--- config.mk ---
export PLATFORM = sky130hd
export DESIGN_NAME = shot_controller_flat
export DESIGN_NICKNAME = d
export VERILOG_FILES = /design/src/rtl/battleship_pkg.sv /design/src/rtl/shot_controller_if.sv /design/src/rtl/shot_controller_fire_conditioner.sv /design/src/rtl/shot_controller.sv /design/src/flat_wrapper.sv
export SDC_FILE = /design/constraint.sdc
export NUM_CORES = 1
export LEC_CHECK = 0
export ABC_CLOCK_PERIOD_IN_PS = 2000
export BUFFER_PORTS_ARGS = -buffer_cell sky130_fd_sc_hd__buf_2
export CORE_UTILIZATION = 45
export CTS_CLUSTER_SIZE = 8
export DETAILED_ROUTE_END_ITERATION = 16
export GPL_TIMING_DRIVEN = 0
export PLACE_DENSITY = 0.72
export SKIP_LAST_GASP = 1
export SLEW_MARGIN = 10
export SYNTH_ARGS = -nofsm -noshare
export SYNTH_HDL_FRONTEND = slang
export SYNTH_SLANG_ARGS = --single-unit
export TNS_END_PERCENT = 5
--- constraint.sdc ---
create_clock -name clock -period 2 [get_ports clock]
set_clock_uncertainty 0.05 [all_clocks]
set_input_delay 0 -clock clock [delete_from_list [all_inputs] [get_ports clock]]
set_output_delay 0 -clock clock [all_outputs]
set_load 0.05 [all_outputs]
--- src/rtl/battleship_pkg.sv ---
// ---------------------------------------------------------------------------
// battleship_pkg
// Shared types and constants for the shot/score side of the battleship game.
// Items:
//   coord_t       4-bit grid coordinate (column or row)
//   ship_mask_t   one bit per ship, used for biggestShip and shipsHitMask
//   GRID_MIN/MAX  legal coordinate range, inclusive
//   shot_state_t  states of the shot controller FSM
//   coordValid    true when a coordinate lies on the board
// ---------------------------------------------------------------------------
package battleship_pkg;

    typedef logic [3:0] coord_t;
    typedef logic [4:0] ship_mask_t;

    localparam coord_t GRID_MIN = 4'd1;
    localparam coord_t GRID_MAX = 4'd10;

    typedef enum logic [1:0] {
        IDLE,
        CHECK,
        REQ,
        UPDATE
    } shot_state_t;

    // A coordinate is usable only when it lands on the 10x10 board.
    function automatic logic coordValid(input coord_t c);
        return (c >= GRID_MIN) && (c <= GRID_MAX);
    endfunction

endpackage

--- src/rtl/shot_controller_if.sv ---
// ---------------------------------------------------------------------------
// shot_controller_if
// Shot/score handshake between the shot controller (master) and the scorer
// (slave).
// Signals:
//   scoreReq      master->slave  shot valid, held until scoreAck
//   shotX, shotY  master->slave  latched coordinates, stable while scoreReq
//   shotBig       master->slave  latched big-bomb flag, stable while scoreReq
//   scoreAck      slave->master  result valid this cycle
//   isHit, isNearMiss, isMiss    slave->master result flags
//   numHit        slave->master  squares hit by the shot, 0..9
//   biggestShip   slave->master  one-hot largest ship hit, 0 = none
// ---------------------------------------------------------------------------
interface shot_controller_if;
    import battleship_pkg::*;

    logic       scoreReq;
    coord_t     shotX;
    coord_t     shotY;
    logic       shotBig;
    logic       scoreAck;
    logic       isHit;
    logic       isNearMiss;
    logic       isMiss;
    logic [3:0] numHit;
    ship_mask_t biggestShip;

    modport master (
        output scoreReq, shotX, shotY, shotBig,
        input  scoreAck, isHit, isNearMiss, isMiss, numHit, biggestShip
    );

    modport slave (
        input  scoreReq, shotX, shotY, shotBig,
        output scoreAck, isHit, isNearMiss, isMiss, numHit, biggestShip
    );

endinterface

--- src/rtl/shot_controller_fire_conditioner.sv ---
// ---------------------------------------------------------------------------
// fire_conditioner
// Turns the raw active-low fire pushbutton into a single-cycle press pulse.
// Ports:
//   clock      in  system clock
//   reset      in  synchronous, active-high
//   fire_n     in  raw pushbutton, active-low, asynchronous to clock
//   firePulse  out one-cycle pulse on each press (falling edge of fire_n)
// Configuration:
//   FIRE_DEBOUNCE_EN  when defined, the synchronized level must hold for
//                     DEBOUNCE_CYCLES cycles before it is believed.
// ---------------------------------------------------------------------------
module fire_conditioner
`ifdef FIRE_DEBOUNCE_EN
#(
    parameter int DEBOUNCE_CYCLES = 16
)
`endif
(
    input  logic clock,
    input  logic reset,
    input  logic fire_n,
    output logic firePulse
);

    logic syncStage1;
    logic syncStage2;
    logic conditioned;
    logic prevLevel;

    // Two-flop synchronizer; the button idles high so reset to 1 to avoid
    // a phantom press coming out of reset.
    always_ff @(posedge clock) begin
        if (reset) begin
            syncStage1 <= 1'b1;
            syncStage2 <= 1'b1;
        end else begin
            syncStage1 <= fire_n;
            syncStage2 <= syncStage1;
        end
    end

`ifdef FIRE_DEBOUNCE_EN
    localparam int CNT_W = $clog2(DEBOUNCE_CYCLES + 1);

    logic             stableLevel;
    logic [CNT_W-1:0] stableCount;

    // The accepted level only moves after the synchronized input has
    // disagreed with it for DEBOUNCE_CYCLES consecutive cycles.
    always_ff @(posedge clock) begin
        if (reset) begin
            stableLevel <= 1'b1;
            stableCount <= '0;
        end else if (syncStage2 == stableLevel) begin
            stableCount <= '0;
        end else if (stableCount == CNT_W'(DEBOUNCE_CYCLES - 1)) begin
            stableLevel <= syncStage2;
            stableCount <= '0;
        end else begin
            stableCount <= stableCount + 1'b1;
        end
    end

    assign conditioned = stableLevel;
`else
    assign conditioned = syncStage2;
`endif

    // Remember the previous conditioned level for edge detection.
    always_ff @(posedge clock) begin
        if (reset) begin
            prevLevel <= 1'b1;
        end else begin
            prevLevel <= conditioned;
        end
    end

    // The pulse is combinational off registered levels so the FSM sees the
    // press in the same cycle the synchronizer delivers it.
    assign firePulse = prevLevel & ~conditioned;

endmodule

--- src/rtl/shot_controller.sv ---
// ---------------------------------------------------------------------------
// shot_controller
// Initiator side of the shot/score interface: conditions the fire button,
// validates the player's shot, issues it to the scorer over req/ack, and
// keeps the game state (big bombs, shot count, hits, ship mask, game over).
// Ports:
//   clock, reset         system clock, synchronous active-high reset
//   X, Y                 shot column/row from switches, legal 1..10
//   big                  request a big (3x3) bomb
//   fire_n               raw active-low pushbutton
//   score                master side of shot_controller_if
//   hitLed/nearLed/missLed, lastNumHit  result of the last scored shot
//   shipsHitMask         OR of every biggestShip seen this game
//   bigLeft              big bombs remaining
//   shotsFired           accepted shots this game
//   totalHits            cumulative hit squares, saturating at 127
//   wrong                last fire attempt was rejected
//   gameOver             no further shots accepted until reset
// Configuration:
//   FIRE_DEBOUNCE_EN  enables the fire debounce filter in fire_conditioner.
// ---------------------------------------------------------------------------
module shot_controller
    import battleship_pkg::*;
#(
    parameter int BIG_BOMBS       = 2,
    parameter int MAX_SHOTS       = 30,
    parameter int HITS_TO_WIN     = 19,
    parameter int DEBOUNCE_CYCLES = 16
)(
    input  logic               clock,
    input  logic               reset,
    input  coord_t             X,
    input  coord_t             Y,
    input  logic               big,
    input  logic               fire_n,
    shot_controller_if.master  score,
    output logic               hitLed,
    output logic               nearLed,
    output logic               missLed,
    output logic [3:0]         lastNumHit,
    output ship_mask_t         shipsHitMask,
    output logic [1:0]         bigLeft,
    output logic [6:0]         shotsFired,
    output logic [6:0]         totalHits,
    output logic               wrong,
    output logic               gameOver
);

    shot_state_t state;
    logic        firePulse;
    logic [6:0]  nextShots;
    logic [7:0]  hitSum;
    logic [6:0]  nextHits;

`ifdef FIRE_DEBOUNCE_EN
    fire_conditioner #(
        .DEBOUNCE_CYCLES(DEBOUNCE_CYCLES)
    ) u_fire (
        .clock     (clock),
        .reset     (reset),
        .fire_n    (fire_n),
        .firePulse (firePulse)
    );
`else
    fire_conditioner u_fire (
        .clock     (clock),
        .reset     (reset),
        .fire_n    (fire_n),
        .firePulse (firePulse)
    );
`endif

    // Post-shot counter values; gameOver is decided on these so the final
    // shot ends the game in the same cycle its result lands.
    always_comb begin
        nextShots = shotsFired + 7'd1;
        hitSum    = {1'b0, totalHits} + {4'd0, score.numHit};
        nextHits  = hitSum[7] ? 7'd127 : hitSum[6:0];
    end

    // Shot FSM. Every output is registered here. The scorer result is taken
    // on the ack edge itself, so the LEDs and counters move one cycle after
    // the ack; UPDATE is a one-cycle settle that drops any fire press.
    always_ff @(posedge clock) begin
        if (reset) begin
            state          <= IDLE;
            score.scoreReq <= 1'b0;
            score.shotX    <= '0;
            score.shotY    <= '0;
            score.shotBig  <= 1'b0;
            hitLed         <= 1'b0;
            nearLed        <= 1'b0;
            missLed        <= 1'b0;
            lastNumHit     <= '0;
            shipsHitMask   <= '0;
            bigLeft        <= 2'(BIG_BOMBS);
            shotsFired     <= '0;
            totalHits      <= '0;
            wrong          <= 1'b0;
            gameOver       <= 1'b0;
        end else begin
            case (state)
                IDLE: begin
                    if (firePulse && !gameOver) begin
                        state <= CHECK;
                    end
                end
                CHECK: begin
                    if (!coordValid(X) || !coordValid(Y) || (big && bigLeft == 2'd0)) begin
                        wrong <= 1'b1;
                        state <= IDLE;
                    end else begin
                        wrong          <= 1'b0;
                        score.shotX    <= X;
                        score.shotY    <= Y;
                        score.shotBig  <= big;
                        score.scoreReq <= 1'b1;
                        state          <= REQ;
                    end
                end
                REQ: begin
                    if (score.scoreAck) begin
                        score.scoreReq <= 1'b0;
                        hitLed         <= score.isHit;
                        nearLed        <= score.isNearMiss;
                        missLed        <= score.isMiss;
                        lastNumHit     <= score.numHit;
                        shipsHitMask   <= shipsHitMask | score.biggestShip;
                        shotsFired     <= nextShots;
                        totalHits      <= nextHits;
                        bigLeft        <= bigLeft - {1'b0, score.shotBig};
                        gameOver       <= (nextShots == 7'(MAX_SHOTS)) ||
                                          (nextHits >= 7'(HITS_TO_WIN));
                        state          <= UPDATE;
                    end
                end
                UPDATE: begin
                    state <= IDLE;
                end
                default: begin
                    state <= IDLE;
                end
            endcase
        end
    end

endmodule

--- src/flat_wrapper.sv ---
// flat-port wrapper written by rule: the top's interface ports become plain ports
module shot_controller_flat import battleship_pkg::*;
#(
    parameter int BIG_BOMBS       = 2,
    parameter int MAX_SHOTS       = 30,
    parameter int HITS_TO_WIN     = 19,
    parameter int DEBOUNCE_CYCLES = 16
)
  (clock, reset, X, Y, big, fire_n, hitLed, nearLed, missLed, lastNumHit, shipsHitMask, bigLeft, shotsFired, totalHits, wrong, gameOver, score_scoreReq, score_shotX, score_shotY, score_shotBig, score_scoreAck, score_isHit, score_isNearMiss, score_isMiss, score_numHit, score_biggestShip);
  shot_controller_if score_i ();
  input  logic clock;
  input  logic reset;
  input  coord_t X;
  input  coord_t Y;
  input  logic big;
  input  logic fire_n;
  output logic hitLed;
  output logic nearLed;
  output logic missLed;
  output logic [3:0] lastNumHit;
  output ship_mask_t shipsHitMask;
  output logic [1:0] bigLeft;
  output logic [6:0] shotsFired;
  output logic [6:0] totalHits;
  output logic wrong;
  output logic gameOver;
  output wire logic [$bits(score_i.scoreReq)-1:0] score_scoreReq;
  output wire logic [$bits(score_i.shotX)-1:0] score_shotX;
  output wire logic [$bits(score_i.shotY)-1:0] score_shotY;
  output wire logic [$bits(score_i.shotBig)-1:0] score_shotBig;
  input wire logic [$bits(score_i.scoreAck)-1:0] score_scoreAck;
  input wire logic [$bits(score_i.isHit)-1:0] score_isHit;
  input wire logic [$bits(score_i.isNearMiss)-1:0] score_isNearMiss;
  input wire logic [$bits(score_i.isMiss)-1:0] score_isMiss;
  input wire logic [$bits(score_i.numHit)-1:0] score_numHit;
  input wire logic [$bits(score_i.biggestShip)-1:0] score_biggestShip;
  assign score_scoreReq = score_i.scoreReq;
  assign score_shotX = score_i.shotX;
  assign score_shotY = score_i.shotY;
  assign score_shotBig = score_i.shotBig;
  assign score_i.scoreAck = score_scoreAck;
  assign score_i.isHit = score_isHit;
  assign score_i.isNearMiss = score_isNearMiss;
  assign score_i.isMiss = score_isMiss;
  assign score_i.numHit = score_numHit;
  assign score_i.biggestShip = score_biggestShip;
  shot_controller #(.BIG_BOMBS(BIG_BOMBS), .MAX_SHOTS(MAX_SHOTS), .HITS_TO_WIN(HITS_TO_WIN), .DEBOUNCE_CYCLES(DEBOUNCE_CYCLES)) u_core (.clock(clock), .reset(reset), .X(X), .Y(Y), .big(big), .fire_n(fire_n), .score(score_i), .hitLed(hitLed), .nearLed(nearLed), .missLed(missLed), .lastNumHit(lastNumHit), .shipsHitMask(shipsHitMask), .bigLeft(bigLeft), .shotsFired(shotsFired), .totalHits(totalHits), .wrong(wrong), .gameOver(gameOver));
endmodule
# [After elaboration in Yosys (flattened, before gate mapping)]
# Index checks and enable logic that the tools add are counted.
# W data, S select, Z words.
[classes] n_eq_ne=7 reduce_logical=17 add_sub_neg=3 mux=9 n_bitwise=4 order_cmp=5
[ops] cell="$add A7 B4 Y8" count=1
[ops] cell="$ge A4 B1 Y1 const B" count=2
[ops] cell="$le A4 B4 Y1 const B" count=2
[ops] cell="$pmux W2 S4" count=1
[ops] cell="$add A7 B1 Y7 const B" count=1
[ops] cell="$eq A7 B5 Y1 const B" count=1
[ops] cell="$ge A7 B5 Y1 const B" count=1
[ops] cell="$mux W7" count=1
[ops] cell="$mux W2" count=3
[ops] cell="$reduce_and A2 Y1" count=3
[ops] cell="$or A5 B5 Y5" count=1
[ops] cell="$eq A2 B2 Y1 const B" count=2
[ops] cell="$logic_and A1 B1 Y1" count=4
[ops] cell="$logic_not A2 Y1" count=2
[ops] cell="$ne A2 B2 Y1 const B" count=2
[ops] cell="$logic_not A1 Y1" count=3
[ops] cell="$logic_or A1 B1 Y1" count=3
[ops] cell="$mux W1" count=3
[ops] cell="$reduce_and A3 Y1" count=1
[ops] cell="$eq A2 B1 Y1 const B" count=1
[ops] cell="$ne A2 B1 Y1 const B" count=1
[ops] cell="$not A1 Y1" count=2
[ops] cell="$pmux W1 S2" count=1
[ops] cell="$reduce_bool A2 Y1" count=1
[ops] cell="other kinds (2)" count=2
[totals] in_bits=25 regBits=45 wordCells=63 output_inout_bits=40

# [Depth between registers and ports, before layout]
# Gate-level depths: netlist (run 1).
[logic_depth] depth_word=7 mapped_depth=7 depth_no_buf=7

# [Hierarchy]
# From an unflattened synthesis (run 1), not the netlist that was laid out.
[unflattened] cells_unflattened=216 area_unflattened_um2=1933.1
[by_module_without_submodules] module="shot_controller" n_inst=1 seq_area_each_um2=840.8 cells_each=209 area_per_inst_um2=1848.0
[by_module_without_submodules] module="fire_conditioner" n_inst=1 seq_area_each_um2=60.1 cells_each=7 area_per_inst_um2=85.1

# [Worst setup path after synthesis (run 1)]
# Ideal clock, no wire load.
[synth_path] path_kind="flip-flop to flip-flop" startpoint="register u_core.totalHits[3]" endpoint="register u_core.gameOver" setup_ns=0.131 slack_ns=-0.195 synth_period_minus_slack_ns=2.195 required_time_ns=1.819 n_path_buf=0 stages_incl_launch_ff=7 arrival_time_ns=2.014 path_cell_list="dfxtp_1 -> ha_1 -> a21oi_2 -> o22ai_1 -> mux2_2 -> a2111oi_0 -> o32ai_1"
[synth_between] elab_chain_len=4
[synth_rtl] item="start, declared" line="shot_controller.sv:44" source="output logic [6:0] totalHits,"
[synth_rtl] item="start signal, assigned" line="shot_controller.sv:130" source="totalHits <= nextHits;"
[synth_rtl] item="$add A7 B4 Y8" line="shot_controller.sv:77" source="hitSum = {1'b0, totalHits} + {4'd0, score.numHit};"
[synth_rtl] item="$mux W7" line="shot_controller.sv:78" source="nextHits = hitSum[7] ? 7'd127 : hitSum[6:0];"
[synth_rtl] item="$ge A7 B5 Y1" line="shot_controller.sv:133" source="(nextHits >= 7'(HITS_TO_WIN));"
[synth_rtl] item="$logic_or A1 B1 Y1" line="shot_controller.sv:132" source="gameOver <= (nextShots == 7'(MAX_SHOTS)) ||"
[synth_rtl] item="end signal, assigned" line="shot_controller.sv:132"
[synth_rtl] item="end, declared" line="shot_controller.sv:46" source="output logic gameOver"
# Every way passes these cells.
# A chain may end at the register's enable or synchronous reset.

# [Worst setup path in the final report (run 1)]
[layout_path] startpoint="input port score_numHit[2]" endpoint="register u_core.gameOver"
[layout_between] elab_chain_len=4
[layout_rtl] item="start, declared" line="flat_wrapper.sv:35" source="input wire logic [$bits(score_i.numHit)-1:0] score_numHit;"
[layout_rtl] item="$add A7 B4 Y8" line="shot_controller.sv:77"
[layout_rtl] item="$mux W7" line="shot_controller.sv:78"
[layout_rtl] item="$ge A7 B5 Y1" line="shot_controller.sv:133"
[layout_rtl] item="$logic_or A1 B1 Y1" line="shot_controller.sv:132"
# Every way passes these cells.

==> impl_metrics.ini, run 1 <==
[power]
ir_worst_vdd_mv = 0.453
switching_share_pct = 23.1
p_leak_nw = 1.30
power_switching_mw = 0.421
power_density_nw_per_um2 = 653
power.share.combinational_pct = 10.2
intPower_mw = 1.40
clkPwrFrac_pct = 39.7
pwr-share-seq_pct = 50.1

[finish]
drive_gt1_share_pct = 31.0
nFillCells = 349
fin_nets = 348
diodes = 0
layout_common_cells = buf_2, dfxtp_1, nor2_1
final_cells = 366
area_growth_pct = 41.2
final_common_cell = buf_2

[placed_design]
io_buffers = 63
place_hpwl_mm = 3.08
gp_congestion = 0.744
dp.cells = 332

[yosys]
avgSynthCellArea_um2 = 9.02
synthDistinctLibCells = 45
synth_edf_count = 0
synthFlopType = dfxtp_1
synth_area_um2 = 1980
ys_ff_latch = 45
yosys_warnings = 0
synth_nets = 252
syn_inst = 219
async_flop_share_pct = 0
ys_seq_area_share_pct = 45.6

[detailed_routing]
dr.pass1.iters = 4
drc = 0
drtIter0Drc = 120
avgViaCountPerCell = 5.04
wl_mm = 4.64
vias = 1846
avgRoutedWirePerCell_um = 12.7
detail-route-antenna-nets = 0

[worst_setup_path]
critical_path_arrival_ns = 2.02
crit_type = in -> reg
cp_max_fo = 5
r2r_start = u_core.totalHits[0]
endpoint_kind = register
critPathLaunchType = primary input
r2r_setup_slack_ns = 0.12
crit_required_ns = 2.13
r2r-end = u_core.gameOver
r2r_cells = 7

[sta]
post-route-min-period_ns = 1.89
finalCritPeriodShare_pct = 94.3
setup_tns_ns = 0
rsz0062_at_grt = false
tightest_slew_ns = 0.505
setup_violations = 0
final_max_slew_viol_count = 0
hold_viol = 0
max_freq_ghz = 0.530
relSlewSlack_pct = 66.3

[worst_hold_path]
min_to = u_core.gameOver
worstHoldPathType = in -> reg
hold_depth = 4
min_from = score_numHit[0]

[clocking]
clock_path_buffers = 2
clock-sinks = 45
cts_tree = built
clk_pin_slew_ns = 0.08
cts_made_buffers = 5
clockRootBuffer = clkbuf_8
cts.htree.levels = 2
clk_latency_ns = 0.30

[die]
core_um2 = 4120
die_x_um = 68.3
initial_core_util_pct = 48.0
rows = 23
die-height_um = 68.3
io_pins = 65
die-area_um2 = 4660

[global_routing]
grt_overflow = 0
grt_pass1_wl_mm = 7.13
grt_max_degree = 15
antenna_found_initial = 0
groute.usage.overall_pct = 21.1
grt_pass1_vias = 1624

[flow_run]
max-cap-violations = 0

[status]
outcome = finished, final reports clean
==> flip-flops by register name, summed over array words and instances, names as in the netlist, named ones only <==
signal / cells
u_core.u_fire.prevLevel: 1
u_core.shipsHitMask: 5
u_core.u_fire.conditioned: 1
u_core.wrong: 1
u_core.hitLed: 1
u_core.score.scoreReq: 1
u_core.score.shotBig: 1
u_core.lastNumHit: 4
u_core.shotsFired: 7
u_core.gameOver: 1
u_core.totalHits: 7
u_core.score.shotY: 4
u_core.missLed: 1
u_core.u_fire.syncStage1: 1
u_core.bigLeft: 2
u_core.state: 1
u_core.nearLed: 1
u_core.score.shotX: 4
==> critical path: stages <==
cell and delay, ns:
dlygate4sd3_1 0.53, buf_2 0.13, ha_1 0.37, nand3_1 0.11, o22ai_2 0.18, mux2_2 0.38
a2111oi_4 0.19, o32ai_1 0.12
==> layer usage <==
| metal | wire length (µm) | up-vias | track usage (%) |
|---|---|---|---|
| met4 | 62 | 0 | 7.81 |
| li1 | - | 950 | - |
| met3 | 218 | 5 | 6.33 |
| met5 | 0 | - | 0 |
| met2 | 2280 | 48 | 35.8 |
| met1 | 2080 | 843 | 24.7 |
==> worst max-delay path by stage <==
stage          slack, ns              end  depth (start not counted)                start
2_1_floorplan       0.03  u_core.gameOver                          5  u_core.totalHits[4]
3_3_place_gp        0.06  u_core.gameOver                          7  u_core.totalHits[0]
3_5_place_dp        0.02  u_core.gameOver                          7  u_core.totalHits[0]
4_1_cts            0.009  u_core.gameOver                          7  u_core.totalHits[0]
5_1_grt            0.003  u_core.gameOver                          8      score_numHit[2]
6_report            0.11  u_core.gameOver                          8      score_numHit[2]
==> Yosys cell counts, types with 2 or more instances <==
| cell type | instances | area share (%) |
|---|---|---|
| nor3_1 | 7 | 1.8 |
| nand3_1 | 4 | 1.0 |
| nor2_1 | 29 | 5.5 |
| clkbuf_1 | 5 | 0.95 |
| buf_6 | 2 | 1.1 |
| a31oi_1 | 2 | 0.63 |
| nand2b_1 | 3 | 0.95 |
| o21bai_1 | 4 | 1.5 |
| nand2_1 | 23 | 4.4 |
| or2_2 | 3 | 0.95 |
| and3_1 | 3 | 0.95 |
| o22ai_1 | 2 | 0.63 |
| mux2_2 | 2 | 1.1 |
| mux2i_1 | 9 | 4.6 |
| buf_2 | 2 | 0.51 |
| nand4_1 | 4 | 1.3 |
| a21oi_1 | 22 | 5.6 |
| xnor2_1 | 2 | 0.89 |
| dfxtp_1 | 45 | 46 |
| xor2_1 | 7 | 3.1 |
| o21ai_0 | 2 | 0.51 |
| a211oi_1 | 3 | 1.1 |
| ha_1 | 7 | 4.4 |
| inv_1 | 6 | 1.1 |
==> cells by family after synthesis <==
kind of cell	synth area share (%)
compound gates	13.5
xor+xnor	3.99
fa+ha+maj	5.45
buf+inv	4.62
flops	45.6
mux	5.70
simple gates	21.2
==> power groups by stage <==
stage / combinational [mW] / clock (mW) / sequential [mW]
6_report: 0.185 / 0.724 / 0.914
4_1_cts: 0.183 / 0.750 / 0.914
3_3_place_gp: 0.143 / 0 / 0.934
2_1_floorplan: 0.0642 / 0 / 0.963
3_5_place_dp: 0.145 / 0 / 0.935
5_1_grt: 0.202 / 0.777 / 0.916
==> cell type report <==
class,count,area [µm²],area share (%)
inverters,6,22.5,0.807
flip-flops and latches,45,908,32.6
multi-input cells,157,1030,37.1
plain buffers,11,68.8,2.47
well taps,50,62.6,2.24
repair buffers,89,573,20.5
clock buffers,6,82.6,2.96
clock inverters,2,37.5,1.35
==> what timing repair did <==
action	4_1_cts	5_1_grt
endpoints found under the setup margin	0	1
buffers inserted	0	1
hold endpoints to repair	27	0
resized for setup	0	4
hold buffers	25	0
==> stage by stage <==
stage / setup slack [ns] / total power [mW] / hold WS, ns / utilization (%) / cell area (µm²)
2_1_floorplan: 0.0293 / 1.03 / 0.0538 / - / 2010
3_3_place_gp: 0.0571 / 1.08 / 0.132 / 58.0 / 2390
3_5_place_dp: 0.0192 / 1.08 / 0.134 / 58.0 / 2390
4_1_cts: 0.00949 / 1.85 / 0.120 / 67.0 / 2760
5_1_grt: 0.00349 / 1.89 / 0.192 / 67.8 / 2790
6_report: 0.113 / 1.82 / 0.143 / 67.8 / 2790
Note: power is estimated with default switching activity, not from simulation.
==> inputs of run 2 (changes only) <==
--- a/config.mk
+++ b/config.mk
@@ -5,13 +5,12 @@
 export SDC_FILE = /design/constraint.sdc
 export NUM_CORES = 1
 export LEC_CHECK = 0
-export ABC_CLOCK_PERIOD_IN_PS = 2000
+export ABC_CLOCK_PERIOD_IN_PS = 2400
 export BUFFER_PORTS_ARGS = -buffer_cell sky130_fd_sc_hd__buf_2
-export CORE_UTILIZATION = 45
+export CORE_UTILIZATION = 50
 export CTS_CLUSTER_SIZE = 8
 export DETAILED_ROUTE_END_ITERATION = 16
-export GPL_TIMING_DRIVEN = 0
-export PLACE_DENSITY = 0.72
+export PLACE_DENSITY = 0.76
 export SKIP_LAST_GASP = 1
 export SLEW_MARGIN = 10
 export SYNTH_ARGS = -nofsm -noshare
==> constraint.sdc (replaced) <==
create_clock -name clock -period 2.4 [get_ports clock]
set_clock_uncertainty 0.05 [all_clocks]
set_input_delay 0 -clock clock [delete_from_list [all_inputs] [get_ports clock]]
set_output_delay 0 -clock clock [all_outputs]
set_load 0.05 [all_outputs]
==> impl_metrics.ini, run 2 (synthesis gave the netlist of run 1 again) <==
[die]
die_x_um = 64.9
die-height_um = 64.9
die-area_um2 = 4210
core_um2 = 3720
rows = 22
io_pins = 65
initial_core_util_pct = 53.2

[power]
intPower_mw = 1.03
ir_worst_vdd_mv = 0.394
power.share.combinational_pct = 10.5
power_switching_mw = 0.319
clkPwrFrac_pct = 32.9
p_leak_nw = 1.25
pwr-share-seq_pct = 56.6
switching_share_pct = 23.7
power_density_nw_per_um2 = 514

[placed_design]
dp.cells = 323
placed_area_um2 = 2310
place_hpwl_mm = 2.87
io_buffers = 64
gp_congestion = 0.826

[worst_setup_path]
r2r_start = u_core.totalHits[3]
r2r_setup_slack_ns = 0.34
critPathLaunchType = primary input
crit_type = in -> reg
cp_max_fo = 3
critPathCapture = u_core.gameOver
r2r_cells = 6
endpoint_kind = register
crit_path_start = score_numHit[0]
critical_path_arrival_ns = 2.22
r2r-end = u_core.gameOver
crit_required_ns = 2.51

[clocking]
clk_latency_ns = 0.30
cts_tree = built
ctsHoldBuffers = 23
cts_made_buffers = 5
cts_setup_buffers = 0
clk_pin_slew_ns = 0.08
clock_path_buffers = 2
cts.htree.levels = 2
post_cts_resized = 0
clockRootBuffer = clkbuf_8
clock-sinks = 45

[sta]
finalCritPeriodShare_pct = 88.1
hold_viol = 0
final_max_slew_viol_count = 0
post-route-min-period_ns = 2.11
max_freq_ghz = 0.473
relSlewSlack_pct = 46.8
setup_violations = 0
setup_tns_ns = 0
rsz0062_at_grt = false
tightest_slew_ns = 0.798

[finish]
area_growth_pct = 32.6
final_area_um2 = 2620
layout_common_cells = buf_2, dfxtp_1, nor2_1
fin_nets = 338
final_cells = 354
largestRegisters = u_core.shotsFired: 7 flops, u_core.totalHits: 7 flops, u_core.shipsHitMask: 5 flops
drive_gt1_share_pct = 26.8
diodes = 0
fin_util_pct = 70.5
nFillCells = 315
final_common_cell = buf_2

[detailed_routing]
avgViaCountPerCell = 5.08
detail-route-antenna-nets = 0
drc = 0
vias = 1799
avgRoutedWirePerCell_um = 12.4
wl_mm = 4.37
dr.pass1.iters = 4
drtIter0Drc = 177

[global_routing]
antenna_found_initial = 0
groute.usage.overall_pct = 22.0
grt_overflow = 0
grt_pass1_vias = 1686
grt_max_degree = 47
grt_pass1_wl_mm = 7.15

[worst_hold_path]
worstHoldPathType = in -> reg

[flow_run]
max-cap-violations = 0

[status]
outcome = finished, final reports clean
-- run 2: cell count changes in the layout (fill, tap and decap cells not counted), moves of 2 or more --
cell	change
dfxtp_1	+4
dfxtp_2	-3
buf_4	+2
buf_6	-2
clkbuf_1	-2
clkbuf_8	-2
dlygate4sd3_1	-2
ha_1	+2
-- run 2: worst max-delay path, cell delays in order --
cell	delay [ns]
dlygate4sd3_1	0.53
buf_2	0.13
ha_1	0.22
fa_1	0.41
nand3_1	0.15
nand3_1	0.09
mux2_2	0.27
a2111oi_0	0.28
o32ai_1	0.14
-- run 2: area by class of cell --
| class | count | area [µm²] | area share [%] |
|---|---|---|---|
| tap | 48 | 60.1 | 2.29 |
| inverter | 6 | 22.5 | 0.860 |
| sequential | 45 | 901 | 34.4 |
| multi-input combinational | 157 | 983 | 37.5 |
| timing repair buffer | 90 | 573 | 21.9 |
| clock buffer | 8 | 80.1 | 3.06 |
-- run 2: worst min path at each step --
stage,startpoint,to,slack (ns),cells past startpoint
finish,reset,u_core.shotsFired[4],0.23,2
global route,reset,u_core.score.shotY[2],0.26,2
CTS,reset,u_core.shotsFired[4],0.23,2
detailed placement,fire_n,u_core.u_fire.syncStage1,0.14,2
global placement,fire_n,u_core.u_fire.syncStage1,0.13,2
floorplan,fire_n,u_core.u_fire.syncStage1,0.05,1
-- run 2: per-layer routing --
| layer | up-vias | wire length, µm | track usage [%] |
|---|---|---|---|
| met1 | 808 | 1980 | 24.8 |
| met5 | - | 0 | 0 |
| met2 | 49 | 2100 | 38.9 |
| met4 | 0 | 106 | 10.6 |
| li1 | 931 | - | - |
| met3 | 11 | 190 | 4.75 |
-- run 2: power by group through the flow --
stage | combinational, mW | clock [mW] | sequential (mW)
after floorplan | 0.0515 | 0 | 0.803
final | 0.141 | 0.444 | 0.762
after CTS | 0.140 | 0.452 | 0.762
after global placement | 0.110 | 0 | 0.779
after detailed placement | 0.111 | 0 | 0.780
after global routing | 0.152 | 0.484 | 0.764
-- run 2: metrics by stage --
stage               hold WS (ns)  power, mW  setup slack (ns)
floorplan                 0.0538      0.855             0.205
global placement           0.132      0.890             0.386
detailed placement         0.135      0.891             0.351
CTS                        0.227       1.35             0.299
global route               0.264       1.40             0.120
finish                     0.229       1.35             0.286
==> inputs of run 3 (changes only) <==
--- a/config.mk
+++ b/config.mk
@@ -5,12 +5,11 @@
 export SDC_FILE = /design/constraint.sdc
 export NUM_CORES = 1
 export LEC_CHECK = 0
-export ABC_CLOCK_PERIOD_IN_PS = 2400
-export BUFFER_PORTS_ARGS = -buffer_cell sky130_fd_sc_hd__buf_2
-export CORE_UTILIZATION = 50
+export CORE_UTILIZATION = 45
 export CTS_CLUSTER_SIZE = 8
 export DETAILED_ROUTE_END_ITERATION = 16
-export PLACE_DENSITY = 0.76
+export DONT_BUFFER_PORTS = 1
+export PLACE_DENSITY = 0.57
 export SKIP_LAST_GASP = 1
 export SLEW_MARGIN = 10
 export SYNTH_ARGS = -nofsm -noshare
==> impl_metrics.ini, run 3 (synthesis gave the netlist of run 1 again) <==
[status]
outcome = finished, final reports clean

[sta]
final_max_slew_viol_count = 0
finalCritPeriodShare_pct = 88.1
rsz0062_at_grt = false
post-route-min-period_ns = 2.11
tightest_slew_ns = 0.695
relSlewSlack_pct = 53.6
hold_viol = 0
whs_ns = 0.0439
setup_tns_ns = 0
max_freq_ghz = 0.473
setup_violations = 0

[clocking]
clk_latency_ns = 0.30
clock-sinks = 45
cts.htree.levels = 2
cts_made_buffers = 5
clock_path_buffers = 2
clk_pin_slew_ns = 0.09
cts_tree = built
clockRootBuffer = clkbuf_8
post_cts_resized = 0

[global_routing]
groute.usage.overall_pct = 20.2
antenna_found_initial = 0
grt_pass1_vias = 1559
grt_max_degree = 47
grt_overflow = 0
grt_pass1_wl_mm = 6.87

[die]
die-area_um2 = 4660
initial_core_util_pct = 48.0
rows = 23
die-height_um = 68.3
core_um2 = 4120
die_x_um = 68.3
io_pins = 65

[finish]
largestRegisters = u_core.shotsFired: 7 flops, u_core.totalHits: 7 flops, u_core.shipsHitMask: 5 flops
drive_gt1_share_pct = 13.1
fin_nets = 291
fin_util_pct = 59.6
area_growth_pct = 24.1
layout_common_cells = dfxtp_1, nor2_1, dlygate4sd3_1
final_area_um2 = 2450
diodes = 0
final_common_cell = dfxtp_1

[power]
p_leak_nw = 1.03
ir_worst_vdd_mv = 0.335
power_density_nw_per_um2 = 546
power_mw = 1.34

[worst_setup_path]
cp_slowest_stage_delay_ns = 0.38
slowest_stage = ha_1
path_delay_family = compound AO/OA/AOI/OAI gates
crit_required_ns = 2.52
critical_path_arrival_ns = 2.23
crit_type = reg -> reg
r2r_start = u_core.totalHits[3]
crit_chain = ha_1 -> a21oi_2 -> o22ai_1 -> mux2_2 -> a2111oi_0 -> o32ai_1
cp.buffers_inverters = 0
endpoint_kind = register
r2r-end = u_core.gameOver
r2r_cells = 6
r2r_setup_slack_ns = 0.29
critPathLaunchType = register
cp_max_fo = 6

[worst_hold_path]
min_to = u_core.totalHits[0]
min_from = score_numHit[0]
worstHoldPathType = in -> reg
hold_depth = 3

[placed_design]
place_hpwl_mm = 3.03
gp_congestion = 0.901
io_buffers = 0
placed_area_um2 = 2100

[detailed_routing]
avgRoutedWirePerCell_um = 14.3
wl_mm = 4.42
detail-route-antenna-nets = 0
drtIter0Drc = 100
vias = 1664
avgViaCountPerCell = 5.39
drc = 0
dr.pass1.iters = 4

[flow_run]
max-cap-violations = 0
run 3: final cells by class:
type	instances	area (µm²)
inverters	6	22.5
well taps	50	62.6
flip-flops and latches	45	901
clock inverters	1	7.51
multi-input cells	157	983
repair buffers	43	398
fillers	383	1660
clock buffers	7	76.3
run 3: layer usage:
metal | GRT usage (%) | vias to the layer above | share of wire, %
li1 | - | 834 | -
met1 | 24.1 | 770 | 45
met2 | 33.7 | 52 | 48
met3 | 6.67 | 8 | 6.2
met4 | 7.03 | 0 | 1.7
met5 | 0 | - | 0
run 3: what timing repair did:
item                                   4_1_cts  5_1_grt
buffers inserted                             0        0
endpoints found under the hold margin       45        0
hold buffers                                26        0
run 3: where the power goes:
group	total (mW)	internal [mW]	leakage, nW	switching (mW)
Combinational	0.103	0.0552	0.625	0.0475
Sequential	0.781	0.756	0.363	0.0253
Clock	0.456	0.206	0.0385	0.250
Total	1.34	1.02	1.03	0.322
run 3: worst reg2reg max path: cells and delay by family (launching register included):
kind	cells	cell delay, ns
compound gates	4	0.85
flops	1	0.32
fa+ha+maj	1	0.38
mux	1	0.38
run 3: through the flow:
step	setup WS, ns	cells
floorplan	0.205	219
detailed placement	0.341	275
global route	0.0437	309
finish	0.286	309
global placement	0.429	275
CTS	0.275	309
run 3: how the worst max path moves through the flow:
stage | to | slack [ns] | start | cells after the start
floorplan | u_core.gameOver | 0.20 | u_core.totalHits[3] | 6
global placement | u_core.gameOver | 0.43 | u_core.totalHits[0] | 7
detailed placement | u_core.gameOver | 0.34 | u_core.totalHits[3] | 6
CTS | u_core.gameOver | 0.28 | u_core.totalHits[3] | 6
global route | u_core.gameOver | 0.04 | u_core.totalHits[3] | 6
finish | u_core.gameOver | 0.29 | u_core.totalHits[3] | 6
